--- config.mk ---
export PLATFORM = sky130hd
export DESIGN_NAME = pc_sequencer_flat
export DESIGN_NICKNAME = d
export VERILOG_FILES = /design/src/rtl/pc_sequencer_if.sv /design/src/rtl/pc_sequencer.sv /design/src/flat_wrapper.sv
export SDC_FILE = /design/constraint.sdc
export NUM_CORES = 1
export LEC_CHECK = 0
export ABC_CLOCK_PERIOD_IN_PS = 7400
export CAP_MARGIN = 20
export CORE_MARGIN = 2
export CORE_UTILIZATION = 45
export CTS_CLUSTER_SIZE = 30
export DETAILED_ROUTE_END_ITERATION = 7
export RECOVER_POWER = 100
export SYNTH_ARGS = -nofsm -noshare
export SYNTH_HDL_FRONTEND = slang
export SYNTH_SLANG_ARGS = --single-unit
--- constraint.sdc ---
create_clock -name clk -period 7.4 [get_ports clk]
set_input_delay 1.48 -clock clk [delete_from_list [all_inputs] [get_ports clk]]
set_output_delay 1.48 -clock clk [all_outputs]
set_load 0.02 [all_outputs]
--- src/rtl/pc_sequencer_if.sv ---
// Instruction/handshake bundle between a controller and pc_sequencer.
// The controller drives op/target/keys; the sequencer returns pc and status.
interface pc_sequencer_if #(
  parameter int PC_W        = 16,
  parameter int IN_W        = 16,
  parameter int STACK_DEPTH = 16
);
  localparam int LVL_W = $clog2(STACK_DEPTH + 1);

  logic [2:0]       op;
  logic             cond;
  logic [PC_W-1:0]  target;
  logic             ent;
  logic [IN_W-1:0]  sw_in;
  logic             delay_busy;

  logic [PC_W-1:0]  pc;
  logic [IN_W-1:0]  in_data;
  logic [LVL_W-1:0] stack_level;
  logic             busy;
  logic             ovf;
  logic             unf;
  logic             trap;
  logic             timeout;

  modport master (
    output op, cond, target, ent, sw_in, delay_busy,
    input  pc, in_data, stack_level, busy, ovf, unf, trap, timeout
  );

  modport slave (
    input  op, cond, target, ent, sw_in, delay_busy,
    output pc, in_data, stack_level, busy, ovf, unf, trap, timeout
  );
endinterface

--- src/rtl/pc_sequencer.sv ---
// Program-counter sequencer with call stack, key/delay wait states and a trap state.
// Define PC_SEQ_WAIT_TIMEOUT_EN to bound both wait states by TIMEOUT_CYC cycles.
module pc_sequencer #(
  parameter int PC_W        = 16,
  parameter int STACK_DEPTH = 16,
  parameter int IN_W        = 16,
  parameter int TIMEOUT_CYC = 1000
) (
  input logic           clk,
  input logic           reset,
  pc_sequencer_if.slave bus
);
  localparam int LVL_W = $clog2(STACK_DEPTH + 1);
  localparam int IDX_W = (STACK_DEPTH > 1) ? $clog2(STACK_DEPTH) : 1;
  localparam logic [PC_W-1:0]  PC_ONE   = PC_W'(1);
  localparam logic [LVL_W-1:0] LVL_ONE  = LVL_W'(1);
  localparam logic [LVL_W-1:0] LVL_FULL = LVL_W'(STACK_DEPTH);

  localparam logic [2:0] OP_JUMP     = 3'd1;
  localparam logic [2:0] OP_BRANCH   = 3'd2;
  localparam logic [2:0] OP_CALL     = 3'd3;
  localparam logic [2:0] OP_RET      = 3'd4;
  localparam logic [2:0] OP_WAIT_IN  = 3'd5;
  localparam logic [2:0] OP_WAIT_DLY = 3'd6;

  typedef enum logic [1:0] {S_RUN, S_WAIT_IN, S_WAIT_DLY, S_TRAP} state_t;

  state_t           state;
  logic [PC_W-1:0]  pc;
  logic [PC_W-1:0]  pc_inc;
  logic [IN_W-1:0]  in_data;
  logic [LVL_W-1:0] stack_level;
  logic [LVL_W-1:0] lvl_dec;
  logic             ovf;
  logic             unf;
  logic             armed;
  logic [PC_W-1:0]  stack_mem [STACK_DEPTH];
  logic [PC_W-1:0]  stack_top;
  logic             in_wait;
  logic             wait_exit;
  logic             tmo_hit;

  assign pc_inc    = pc + PC_ONE;
  assign lvl_dec   = stack_level - LVL_ONE;
  assign stack_top = stack_mem[lvl_dec[IDX_W-1:0]];
  assign in_wait   = (state == S_WAIT_IN) || (state == S_WAIT_DLY);

  // armed means "key was seen pressed" in WAIT_IN and "entry cycle done" in WAIT_DLY
  always_comb begin
    wait_exit = 1'b0;
    case (state)
      S_WAIT_IN:  wait_exit = armed && bus.ent;
      S_WAIT_DLY: wait_exit = armed && !bus.delay_busy;
      default:    wait_exit = 1'b0;
    endcase
  end

`ifdef PC_SEQ_WAIT_TIMEOUT_EN
  localparam int TMO_W = $clog2(TIMEOUT_CYC + 1);
  localparam logic [TMO_W-1:0] TMO_ONE  = TMO_W'(1);
  localparam logic [TMO_W-1:0] TMO_LAST = TMO_W'(TIMEOUT_CYC - 1);

  logic [TMO_W-1:0] tmo_cnt;
  logic             timeout;

  // A normal exit in the same cycle as expiry takes precedence
  assign tmo_hit = in_wait && !wait_exit && (tmo_cnt == TMO_LAST);

  always_ff @(posedge clk) begin
    if (reset) begin
      tmo_cnt <= '0;
      timeout <= 1'b0;
    end else begin
      if (in_wait) tmo_cnt <= tmo_cnt + TMO_ONE;
      else         tmo_cnt <= '0;
      if (tmo_hit) timeout <= 1'b1;
    end
  end

  assign bus.timeout = timeout;
`else
  assign tmo_hit     = 1'b0;
  assign bus.timeout = 1'b0;
`endif

  always_ff @(posedge clk) begin
    if (reset) begin
      state       <= S_RUN;
      pc          <= '0;
      stack_level <= '0;
      in_data     <= '0;
      ovf         <= 1'b0;
      unf         <= 1'b0;
      armed       <= 1'b0;
    end else begin
      case (state)
        S_RUN: begin
          case (bus.op)
            OP_JUMP:   pc <= bus.target;
            OP_BRANCH: pc <= bus.cond ? bus.target : pc_inc;
            OP_CALL: begin
              if (stack_level != LVL_FULL) begin
                stack_mem[stack_level[IDX_W-1:0]] <= pc_inc;
                stack_level <= stack_level + LVL_ONE;
                pc          <= bus.target;
              end else begin
                ovf   <= 1'b1;
                state <= S_TRAP;
              end
            end
            OP_RET: begin
              if (stack_level != '0) begin
                pc          <= stack_top;
                stack_level <= lvl_dec;
              end else begin
                unf   <= 1'b1;
                state <= S_TRAP;
              end
            end
            OP_WAIT_IN: begin
              state <= S_WAIT_IN;
              armed <= 1'b0;
            end
            OP_WAIT_DLY: begin
              state <= S_WAIT_DLY;
              armed <= 1'b0;
            end
            default: pc <= pc_inc;
          endcase
        end
        S_WAIT_IN: begin
          if (wait_exit) begin
            in_data <= bus.sw_in;
            pc      <= pc_inc;
            state   <= S_RUN;
          end else if (tmo_hit) begin
            pc    <= pc_inc;
            state <= S_RUN;
          end else if (!bus.ent) begin
            armed <= 1'b1;
          end
        end
        S_WAIT_DLY: begin
          if (wait_exit || tmo_hit) begin
            pc    <= pc_inc;
            state <= S_RUN;
          end else begin
            armed <= 1'b1;
          end
        end
        default: ;
      endcase
    end
  end

  assign bus.pc          = pc;
  assign bus.in_data     = in_data;
  assign bus.stack_level = stack_level;
  assign bus.ovf         = ovf;
  assign bus.unf         = unf;
  assign bus.busy        = (state != S_RUN);
  assign bus.trap        = (state == S_TRAP);
endmodule

--- src/flat_wrapper.sv ---
// flat-port wrapper written by rule: the top's interface ports become plain ports
module pc_sequencer_flat 
#(
  parameter int PC_W        = 16,
  parameter int STACK_DEPTH = 16,
  parameter int IN_W        = 16,
  parameter int TIMEOUT_CYC = 1000
)
  (clk, reset, bus_op, bus_cond, bus_target, bus_ent, bus_sw_in, bus_delay_busy, bus_pc, bus_in_data, bus_stack_level, bus_busy, bus_ovf, bus_unf, bus_trap, bus_timeout);
  pc_sequencer_if #(.PC_W(PC_W), .IN_W(IN_W), .STACK_DEPTH(STACK_DEPTH)) bus_i ();
  input logic clk;
  input logic reset;
  input wire logic [$bits(bus_i.op)-1:0] bus_op;
  input wire logic [$bits(bus_i.cond)-1:0] bus_cond;
  input wire logic [$bits(bus_i.target)-1:0] bus_target;
  input wire logic [$bits(bus_i.ent)-1:0] bus_ent;
  input wire logic [$bits(bus_i.sw_in)-1:0] bus_sw_in;
  input wire logic [$bits(bus_i.delay_busy)-1:0] bus_delay_busy;
  output wire logic [$bits(bus_i.pc)-1:0] bus_pc;
  output wire logic [$bits(bus_i.in_data)-1:0] bus_in_data;
  output wire logic [$bits(bus_i.stack_level)-1:0] bus_stack_level;
  output wire logic [$bits(bus_i.busy)-1:0] bus_busy;
  output wire logic [$bits(bus_i.ovf)-1:0] bus_ovf;
  output wire logic [$bits(bus_i.unf)-1:0] bus_unf;
  output wire logic [$bits(bus_i.trap)-1:0] bus_trap;
  output wire logic [$bits(bus_i.timeout)-1:0] bus_timeout;
  assign bus_i.op = bus_op;
  assign bus_i.cond = bus_cond;
  assign bus_i.target = bus_target;
  assign bus_i.ent = bus_ent;
  assign bus_i.sw_in = bus_sw_in;
  assign bus_i.delay_busy = bus_delay_busy;
  assign bus_pc = bus_i.pc;
  assign bus_in_data = bus_i.in_data;
  assign bus_stack_level = bus_i.stack_level;
  assign bus_busy = bus_i.busy;
  assign bus_ovf = bus_i.ovf;
  assign bus_unf = bus_i.unf;
  assign bus_trap = bus_i.trap;
  assign bus_timeout = bus_i.timeout;
  pc_sequencer #(.PC_W(PC_W), .STACK_DEPTH(STACK_DEPTH), .IN_W(IN_W), .TIMEOUT_CYC(TIMEOUT_CYC)) u_core (.clk(clk), .reset(reset), .bus(bus_i));
endmodule
==> results.md, run 1 <==
* Yosys warns at 0
* Fin util at 53.78%
* Register Area at between 8000 and 9000 um^2
* Worst Hold Slack at approximately 0.49 ns
* Commonest non-fill, non-tap cells in the layout: 256 x edfxtp_1, 64 x mux4_2, 61 x nand2_1, 43 x dlygate4sd3_1, 42 x dfxtp_1
* Leading cell type in the layout, fill and taps excluded: edfxtp_1
* Post-synth EDFFs at 256
* Prevailing post-synth register cell: edfxtp_1
* Synthesized area per cell at 16.10 um^2
* Pleak at 5.135 nW
* Slowest cell on crit path: and2_0
* First-pass GRT wire length at 46.42 mm
* Area of the multi-input gates at 3720 um^2
* DRT Pass-1 Iters at 5
* CP Data Required Time at 7.52 ns
* Row cnt at 61
* Syn nets at about 830
* Routability cong. at about 0.87
* Worst R2R Path Depth at 8
* Pre-CTS WS at 2.738 ns
* Via count at 7416
* Post-Layout Cell Count at ~1300
* Worst slew pin tran at 1.878 ns
* Die X at 170.7 um
* Average routed wire per standard cell at 24.77 um
* Largest net degree at the start of global routing at 58
* Hold Path Stages at 2
* GRT Total Usage at 21.88%
* Vias in the first global route at 7347
* Max Slew Vio Count at 90
* Crit path max-delay family: simple AND/OR/NAND/NOR gates
* Fillers at 2209
* Yosys cell types at a little under 60
* Initial Utilization at 45.41%
* Die area at 29150 um^2
* Total gr overflow at 0
* Placed Cells incl. Taps at 1203
* # Post-CTS Setup Buffers at 0
* RSZ-0062 raised after global routing: no
* Post-synthesis cell count at 777
* Setup_tns at 0 ns
* Syn Std Cell Area at 12510 um^2
* CP peak stage delay at 1.18 ns
* Share of cells above drive strength 1 at 14.21%
* Worst hold path class: reg2reg
* Tcrit/Tclk final at 60.00%
* WP data arrival at 4.56 ns
* TritonCTS Buffers at 34
* Clock root cell: clkbuf_16
* I/O Buffers at 80
* Initial antenna violation count at 0
* Via/cell ratio at 5.858
* Max Cap Viol at 5
* DRT iter0 DRCs at 889
* Slew HR at -25.62%
* Final min period at 4.440 ns
* Routed wire length at 31.37 mm
* Post-DP HPWL at 20.60 mm
* CTS Hold Buffers Added at 0
* Area grow syn2layout at 18.42%
* Fin nets at 914
* Sequential-to-total area share from yosys stat at around two thirds
* Post-CTS Resized at 0
* Die Y at 170.7 um
* WP buf/inv at 1
* Violated checks: capacitance limit, slew limit
* Clk sinks at 298
* Clock buffer depth at 3
* CP cell instances: dlygate4sd3_1 -> nand4b_1 -> nor4b_1 -> and2_0
* Async set-or-reset flop fraction in the synthesized netlist at 0%
* Startpoint Class: input pin
* H-tree depth at 2
* Latest clock arrival within the worst-skew pair at between 0.5 and 0.6 ns
* Max VDD drop at 0.1665 mV
* Power per cell area at approximately 320 nW/um^2
* Hold EP: u_core.bus.in_data[15]
* CTS tree: built
* Final setup margin at 2.960 ns
* Nature of the critical path endpoint: flip-flop
* DRC Markers at 0
* R2R Path End: u_core.bus.pc[10]
* Final ANT Viol Nets at 0
* Kind of critical path: in2reg
* Status: finished, violations left
* Ports at 82
* Worst r2r src: u_core.bus.stack_level[0]
* Final Hold Viols at 0
* Synthesis-stage register bit count at 298
* R2R Setup Slk at between 3 and 4 ns
* Core outline area at 27550 um^2
* Worst-path fanout max at 17
* Clock Skews at ~0.013 ns
* Hold_sp: u_core.bus.in_data[15]
* Clock-pin slew on the worst setup and hold paths at 0.06 ns
* Setup violations, final at 0
* Fmax at 0.2252 GHz
-- metal layers --
metal | GRT usage (%) | up-vias | part of all wire [%]
met4 | 7.023 | 0 | 3.1
met1 | 31.68 | 3772 | 43
li1 | - | 3237 | -
met2 | 33.99 | 345 | 46
met5 | 0 | - | 0
met3 | 3.817 | 62 | 8.3
-- final cells by class --
cell class / count / share of cell area [%]
repair buffers: 95 / 6.215
inverters: 17 / 0.4307
flip-flops and latches: 298 / 57.56
clock inverters: 20 / 1.469
diodes: 1 / 0.01689
well taps: 378 / 3.192
multi-input cells: 418 / 25.11
clock buffers: 39 / 6.012
-- cell usage after synthesis, types with 7 or more instances --
cell type | n | area share (%)
a21oi_1 | 28 | 1.1
o21ai_0 | 11 | 0.44
buf_2 | 14 | 0.56
buf_4 | 7 | 0.42
and2_1 | 17 | 0.85
edfxtp_1 | 256 | 61
nand2_1 | 61 | 1.8
nand3_1 | 24 | 0.96
inv_1 | 17 | 0.51
a31oi_1 | 7 | 0.35
nor2_1 | 38 | 1.1
clkbuf_1 | 18 | 0.54
nor3_1 | 10 | 0.40
xor2_1 | 11 | 0.77
mux4_2 | 64 | 12
dfxtp_1 | 42 | 6.7
mux2i_1 | 35 | 2.8
and3_1 | 12 | 0.60
ha_1 | 10 | 1.0
xnor2_1 | 9 | 0.63
-- state kept, by name (all words and copies together) (netlist names) --
| register | count |
|---|---|
| u_core.state | 2 |
| u_core.bus.pc | 16 |
| u_core.bus.unf | 1 |
| u_core.bus.stack_level | 5 |
| u_core.bus.in_data | 16 |
| u_core.stack_mem | 256 |
| u_core.bus.ovf | 1 |
| u_core.armed | 1 |
-- power breakdown --
| group | total, W | switching [W] | internal, W |
|---|---|---|---|
| Combinational | 0.000925 | 0.000630 | 0.000295 |
| Clock | 0.00166 | 0.000651 | 0.00100 |
| Sequential | 0.00214 | 0.0000864 | 0.00206 |
| Total | 0.00473 | 0.00137 | 0.00336 |
-- cell families after synthesis --
group	Yosys count	synth area share (%)
muxes	99	14.32
adders and majority gates	10	1.000
DFF	298	68.16
buffers and inverters	61	2.300
AOI/OAI and AO/OA	93	5.120
xor gates and xnor gates	20	1.400
other	1	0.02997
and+or+nand+nor	195	7.670
-- worst register-to-register path, cell delays in order (launching register included) --
cell and delay (ns):
dfxtp_1 1.10, inv_1 0.37, ha_1 0.58, buf_4 0.72, mux4_2 0.47, mux2i_1 0.38, o21ai_0 0.13, o311ai_0 0.34
a41oi_1 0.15
-- stage by stage --
step                      area, um^2  total power [W]
after CTS                      14840         0.004760
final                          14820         0.004725
after global routing           14810         0.004900
after global placement         13730         0.003067
after detailed placement       13730         0.003101
after floorplan                12510         0.002705
-- worst max path at each step --
stage                                         start                      to  slack, ns  cells after the start
after global placement                    bus_op[2]       u_core.bus.pc[11]       2.86                      7
after detailed placement                  bus_op[2]       u_core.bus.pc[11]       2.74                      7
after global routing      u_core.bus.stack_level[0]       u_core.bus.pc[10]       2.67                      8
final                                     bus_op[2]  u_core.stack_mem[7][4]       2.96                      4
after floorplan                           bus_op[0]  u_core.stack_mem[0][0]       3.43                      3
after CTS                                 bus_op[2]       u_core.bus.pc[11]       3.26                      7
Power figures use the tool's default switching activity.
==> run 2, diff against run 1 <==
Settings changed: ABC_CLOCK_PERIOD_IN_PS 7400 to 3700, PLACE_DENSITY set to 0.66.
Clock period 7.4 ns to 3.7 ns, I/O delays scaled along.
==> run 2 against run 1 <==
Net effect:
- the run now ends clean
- utilization hardly changed
- flip-flop and latch count stayed put
- power is 89% higher
- via count is 2.4% higher
- largest power group unchanged
==> results.md, run 2 (same netlist as run 1, synthesis figures left out) <==
* Status: finished clean
* Setup violations, final at 0 (unchanged)
* Max Cap Viol at 0 (-5)
* Fin nets at 944 (+3.3%)
* Area grow syn2layout at 18.31% (about the same)
* Worst-path fanout max at 11 (-6)
* Worst r2r src: u_core.bus.pc[0]
* CTS tree: built
* Post-DP HPWL at 20.19 mm (-2.0%)
* Initial Utilization at 45.41% (unchanged)
* Largest net degree at the start of global routing at 69 (+19%)
* Final setup margin at 0.5637 ns (-2.397 ns)
* Worst R2R Path Depth at 9 (+1)
* Clock-pin slew on the worst setup and hold paths at 0.06 ns (about the same)
* Nature of the critical path endpoint: flip-flop
* Tcrit/Tclk final at 84.76%
* Share of cells above drive strength 1 at 15.16% (+0.95 points)
* Clock root cell: clkbuf_16
* Pleak at 5.158 nW (+0.45%)
* Via count at 7596 (+2.4%)
* Commonest non-fill, non-tap cells in the layout: 256 x edfxtp_1, 64 x mux4_2, 62 x nand2_1, 42 x dlygate4sd3_1, 42 x dfxtp_1
* Comb power frac at 20.2% (+0.6 points)
* Final Hold Viols at 0 (unchanged)
* DRT Pass-1 Iters at 7 (+2)
* Pint at 0.006367 W (+90%)
* Post-route cell area at 14800 um^2 (about the same)
* Diodes inserted at 0 (-1)
* R2R Path End: u_core.bus.pc[8]
* # Post-CTS Setup Buffers at 0 (unchanged)
* Total gr overflow at 0 (unchanged)
* R2R Setup Slk at 0.65 ns (-2.38 ns)
* Clock buffer depth at 3 (unchanged)
* Average routed wire per standard cell at 24.14 um (-2.6%)
* Initial antenna violation count at 1 (+1)
* Leading cell type in the layout, fill and taps excluded: edfxtp_1
* Critical Path End: u_core.state[0]
* I/O Buffers at 80 (unchanged)
* Max Slew Vio Count at 0 (-100%)
* Dpl cell area at 14010 um^2 (+2.0%)
* CTS Hold Buffers Added at 0 (unchanged)
* Die X at 170.7 um (unchanged)
* Sw frac at 28.85% (-0.090 points)
* Clk sinks at 298 (unchanged)
* Setup_tns at 0 ns (unchanged)
* Kind of critical path: in2reg
* Max VDD drop at 0.3572 mV (+110%)
* Clk pwr share at 32.0% (-3.0 points)
* Die Y at 170.7 um (unchanged)
* Post-CTS Resized at 0 (unchanged)
* Max reg flops at 256 (unchanged)
* Worst hold path class: reg2reg
* GRT Total Usage at 21.93% (+0.046 points)
* Core outline area at 27550 um^2 (unchanged)
* Routability cong. at 0.8787 (+1.1%)
* Pre-CTS WS at 0.3559 ns (-2.382 ns)
* Fmax at 0.3188 GHz
* Sequential Power Share at 47.8% (+2.4 points)
* First-pass GRT wire length at 47.22 mm (+1.7%)
* TritonCTS Buffers at 30 (-12%)
* Clock Skews at 0.01856 ns (+0.005215 ns)
* DRC Markers at 0 (unchanged)
* Final min period at 3.136 ns
* WP data arrival at 3.54 ns (-1.02 ns)
* Via/cell ratio at 5.866 (+0.13%)
* H-tree depth at 1 (-1)
* Crit path launch: bus_op[1]
* Ports at 82 (unchanged)
* Routed wire length at 31.27 mm (-0.32%)
* Row cnt at 61 (unchanged)
* CP Data Required Time at 4.10 ns (-3.42 ns)
* Slew HR at 21.73% (+47 points)
* Switching power at 0.002582 W (+89%)
* Final ANT Viol Nets at 0 (unchanged)
* Power per cell area at 604.6 nW/um^2 (+90%)
* Latest clock arrival within the worst-skew pair at 0.55 ns (+0.04 ns)
* DRT iter0 DRCs at 905 (+1.8%)
* Vias in the first global route at 7435 (+1.2%)
* Die area at 29150 um^2 (unchanged)
* Worst slew pin tran at 1.174 ns (-0.7039 ns)
* RSZ-0062 raised after global routing: no
* Startpoint Class: input pin
## run 2: layout make-up
type	count	area, um^2
clock inverter	18	128.9
inverter	17	63.81
timing repair buffer	129	1091
clock buffer	37	798.3
multi-input combinational	418	3720
sequential	298	8528
tap	378	473.0
fill	2210	12750
## run 2: worst max-delay path, cell delays in order
cell           delay (ns)
dlygate4sd3_1        0.59
clkbuf_1             0.24
nor2b_1              0.21
and3_1               0.20
o32ai_1              0.94
and3_1               0.35
mux2i_1              0.20
nor2_1               0.05
## run 2: worst min-delay path by stage
stage / start / to / slack, ns / depth (start not counted)
floorplan: u_core.armed / u_core.armed / 0.46 / 2
detailed placement: u_core.bus.ovf / u_core.bus.ovf / 0.47 / 2
global route: u_core.bus.in_data[9] / u_core.bus.in_data[9] / 0.51 / 2
finish: u_core.bus.ovf / u_core.bus.ovf / 0.48 / 2
global placement: u_core.bus.unf / u_core.bus.unf / 0.46 / 2
CTS: u_core.bus.ovf / u_core.bus.ovf / 0.49 / 2
## run 2: power groups by stage
| stage | Sequential [W] | Combinational (W) | Clock (W) |
|---|---|---|---|
| 6_report | 0.00428 | 0.00181 | 0.00286 |
| 5_1_grt | 0.00429 | 0.00195 | 0.00305 |
| 4_1_cts | 0.00427 | 0.00186 | 0.00292 |
| 3_5_place_dp | 0.00434 | 0.00185 | 0 |
| 3_3_place_gp | 0.00434 | 0.00182 | 0 |
| 2_1_floorplan | 0.00436 | 0.00105 | 0 |
## run 2: layer usage
metal | track usage, % | routed length (um)
met1 | 31.91 | 13160
met2 | 33.36 | 14030
met3 | 4.164 | 3056
met4 | 7.469 | 1020
met5 | 0 | 0
## run 2: through the flow
step,hold WS [ns],cells,utilization [%],total power (W)
3_3_place_gp,0.4630,1240,50.83,0.006160
6_report,0.4774,1295,53.73,0.008949
3_5_place_dp,0.4688,1240,50.83,0.006192
2_1_floorplan,0.4606,777,-,0.005411
4_1_cts,0.4868,1295,54.20,0.009055
5_1_grt,0.5144,1295,53.73,0.009291
==> run 3, diff against run 2 <==
Settings changed: ABC_CLOCK_PERIOD_IN_PS 3700 to 2700.
Clock period 3.7 ns to 2.7 ns, I/O delays scaled along.
==> run 3 against run 2 <==
Net effect:
- die area unchanged
- clock-buffer cell count rose by 2
- combinational power rose by 42%
- critical path type is now reg2out
==> results.md, run 3 (same netlist as run 1, synthesis figures left out) <==
* Worst slew pin tran at 1.052 ns (-0.1223 ns)
* Worst r2r src: u_core.bus.stack_level[2]
* Max Cap Viol at 0 (unchanged)
* Die X at 170.7 um (unchanged)
* DRC Markers at 0 (unchanged)
* Worst hold path class: in2reg
* Startpoint Class: flip-flop
* Clock-pin slew on the worst setup and hold paths at 0.06 ns (about the same)
* Total gr overflow at 0 (unchanged)
* Placed Cells incl. Taps at 1280 (+3.2%)
* Commonest non-fill, non-tap cells in the layout: 256 x edfxtp_1, 64 x mux4_2, 62 x nand2_1, 42 x dlygate4sd3_1, 42 x buf_4
* Via/cell ratio at 5.745 (-2.1%)
* R2R Path End: u_core.stack_mem[13][12]
* Clk pwr share at 31.7% (-0.3 points)
* Post-Layout Cell Count at 1336 (+3.2%)
* Initial Utilization at 45.41% (unchanged)
* Max reg flops at 256 (unchanged)
* Final Total Pwr at 0.01229 W (+37%)
* TritonCTS Buffers at 31 (+3.3%)
* Clock buffer depth at 3 (unchanged)
* Worst R2R Path Depth at 7 (-2)
* Core outline area at 27550 um^2 (unchanged)
* Worst-path fanout max at 5 (-6)
* Ports at 82 (unchanged)
* Final Hold Viols at 0 (unchanged)
* CTS tree: built
* DRT Pass-1 Iters at 7 (unchanged)
* Dpl cell area at 14530 um^2 (+3.8%)
* Kind of critical path: reg2out
* Max Slew Vio Count at 0 (unchanged)
* Max VDD drop at 0.4575 mV (+28%)
* Die Y at 170.7 um (unchanged)
* Fin nets at 985 (+4.3%)
* Clk sinks at 298 (unchanged)
* Fin util at 55.17% (+1.4 points)
* Via count at 7675 (+1.0%)
* Diodes inserted at 0 (unchanged)
* Row cnt at 61 (unchanged)
* Slowest cell on crit path: dlygate4sd3_1
* Clock Skews at 0.01471 ns (-0.003848 ns)
* Tcrit/Tclk final at around 96%
* Area grow syn2layout at 21.50%
* CTS Hold Buffers Added at 0 (unchanged)
* Average routed wire per standard cell at 24.47 um (+1.4%)
* Switching power at 0.003530 W (+37%)
* Comb power frac at 20.9% (+0.7 points)
* Die area at 29150 um^2 (unchanged)
* Fmax at 0.3876 GHz
* Vias in the first global route at 7530 (+1.3%)
* Initial antenna violation count at 0 (-1)
* CP Data Required Time at 2.16 ns (-1.94 ns)
* H-tree depth at 1 (unchanged)
* Pint at 0.008757 W (+38%)
* First-pass GRT wire length at 47.30 mm (+0.16%)
* CP peak stage delay at 0.74 ns (-0.20 ns)
* Setup violations, final at 0 (unchanged)
* Routability cong. at 0.9436 (+7.4%)
* Clock root cell: clkbuf_16
* Hold Path Stages at 4 (+2)
* Post-route cell area at 15200 um^2 (+2.7%)
* Slew HR at 29.65% (+7.9 points)
* Status: finished clean
* GRT Total Usage at 22.45% (+0.52 points)
* Post-DP HPWL at 21.18 mm (+4.9%)
* WP data arrival at 2.04 ns (-1.50 ns)
* # Post-CTS Setup Buffers at 0 (unchanged)
* Hold_sp: reset
* Routed wire length at 32.69 mm (+4.6%)
* Latest clock arrival within the worst-skew pair at 0.54 ns (about the same)
* Share of cells above drive strength 1 at 20.35% (+5.2 points)
* Final ANT Viol Nets at 0 (unchanged)
* Worst Hold Slack at 0.3928 ns (-0.08462 ns)
* Nature of the critical path endpoint: output pin
* RSZ-0062 raised after global routing: no
* Largest net degree at the start of global routing at 29 (-58%)
* DRT iter0 DRCs at 799 (-12%)
* Power per cell area at 808.2 nW/um^2 (+34%)
* Hold EP: u_core.bus.pc[14]
* Final min period at 2.580 ns
* Pleak at 5.404 nW (+4.8%)
* CP cell instances: ha_1 -> dlygate4sd3_1
* Sequential Power Share at 47.4% (-0.4 points)
* R2R Setup Slk at 0.16 ns (-0.49 ns)
* Leading cell type in the layout, fill and taps excluded: edfxtp_1
* I/O Buffers at 80 (unchanged)
* Sw frac at 28.73% (-0.13 points)
[run 3: cell count changes in the layout (fill, tap and decap cells not counted), sizes merged]
cell	change
clkinv	-2
clkdlybuf4s50	-1
buf	+35
bufinv	-1
clkinvlp	+2
clkbuf	+8
[run 3: metrics by stage]
stage,setup slack [ns],TNS [ns]
after floorplan,0.001314,0
after global placement,-0.04881,-1.918
after detailed placement,-0.09216,-0.5086
after CTS,0.04903,0
after global routing,0.02419,0
final,0.1203,0
[run 3: final cells by class]
| cell class | instances | area, um^2 |
|---|---|---|
| clock inverter | 17 | 117.6 |
| clock buffer | 39 | 805.8 |
| timing repair buffer | 169 | 1468 |
| sequential | 298 | 8532 |
| fill | 2186 | 12350 |
| inverter | 17 | 63.81 |
| multi-input combinational | 418 | 3742 |
| tap | 378 | 473.0 |
[run 3: repair_timing]
action / in CTS / in global routing
gates resized for setup: 0 / 1
hold endpoints to repair: 0 / 0
setup endpoints to repair: 0 / 1
[run 3: critical path, delay by kind of cell (launching register included)]
kind / cells / cell delay [ns]
adders and majority gates: 1 / 0.36
buffers and inverters: 1 / 0.74
DFF: 1 / 0.39
[run 3: per-layer routing]
metal	track usage [%]	routed length, um	vias up
met2	35.50	15150	372
li1	-	-	3372
met4	9.030	1234	0
met1	30.64	13620	3874
met3	4.650	2687	57
met5	0	0	-
[run 3: worst max-delay path by stage]
stage | start | end
3_5_place_dp | bus_op[2] | u_core.bus.pc[3]
6_report | u_core.state[0] | bus_trap
5_1_grt | u_core.bus.pc[3] | u_core.bus.pc[13]
3_3_place_gp | bus_op[2] | u_core.bus.pc[1]
4_1_cts | u_core.state[0] | bus_busy
2_1_floorplan | u_core.bus.stack_level[0] | u_core.stack_mem[12][0]
[run 3: power by group through the flow]
stage | clock network, W | logic, W | registers [W]
6_report | 0.00389 | 0.00257 | 0.00583
5_1_grt | 0.00412 | 0.00278 | 0.00584
4_1_cts | 0.00395 | 0.00266 | 0.00582
3_5_place_dp | 0 | 0.00264 | 0.00591
3_3_place_gp | 0 | 0.00259 | 0.00591
2_1_floorplan | 0 | 0.00144 | 0.00598
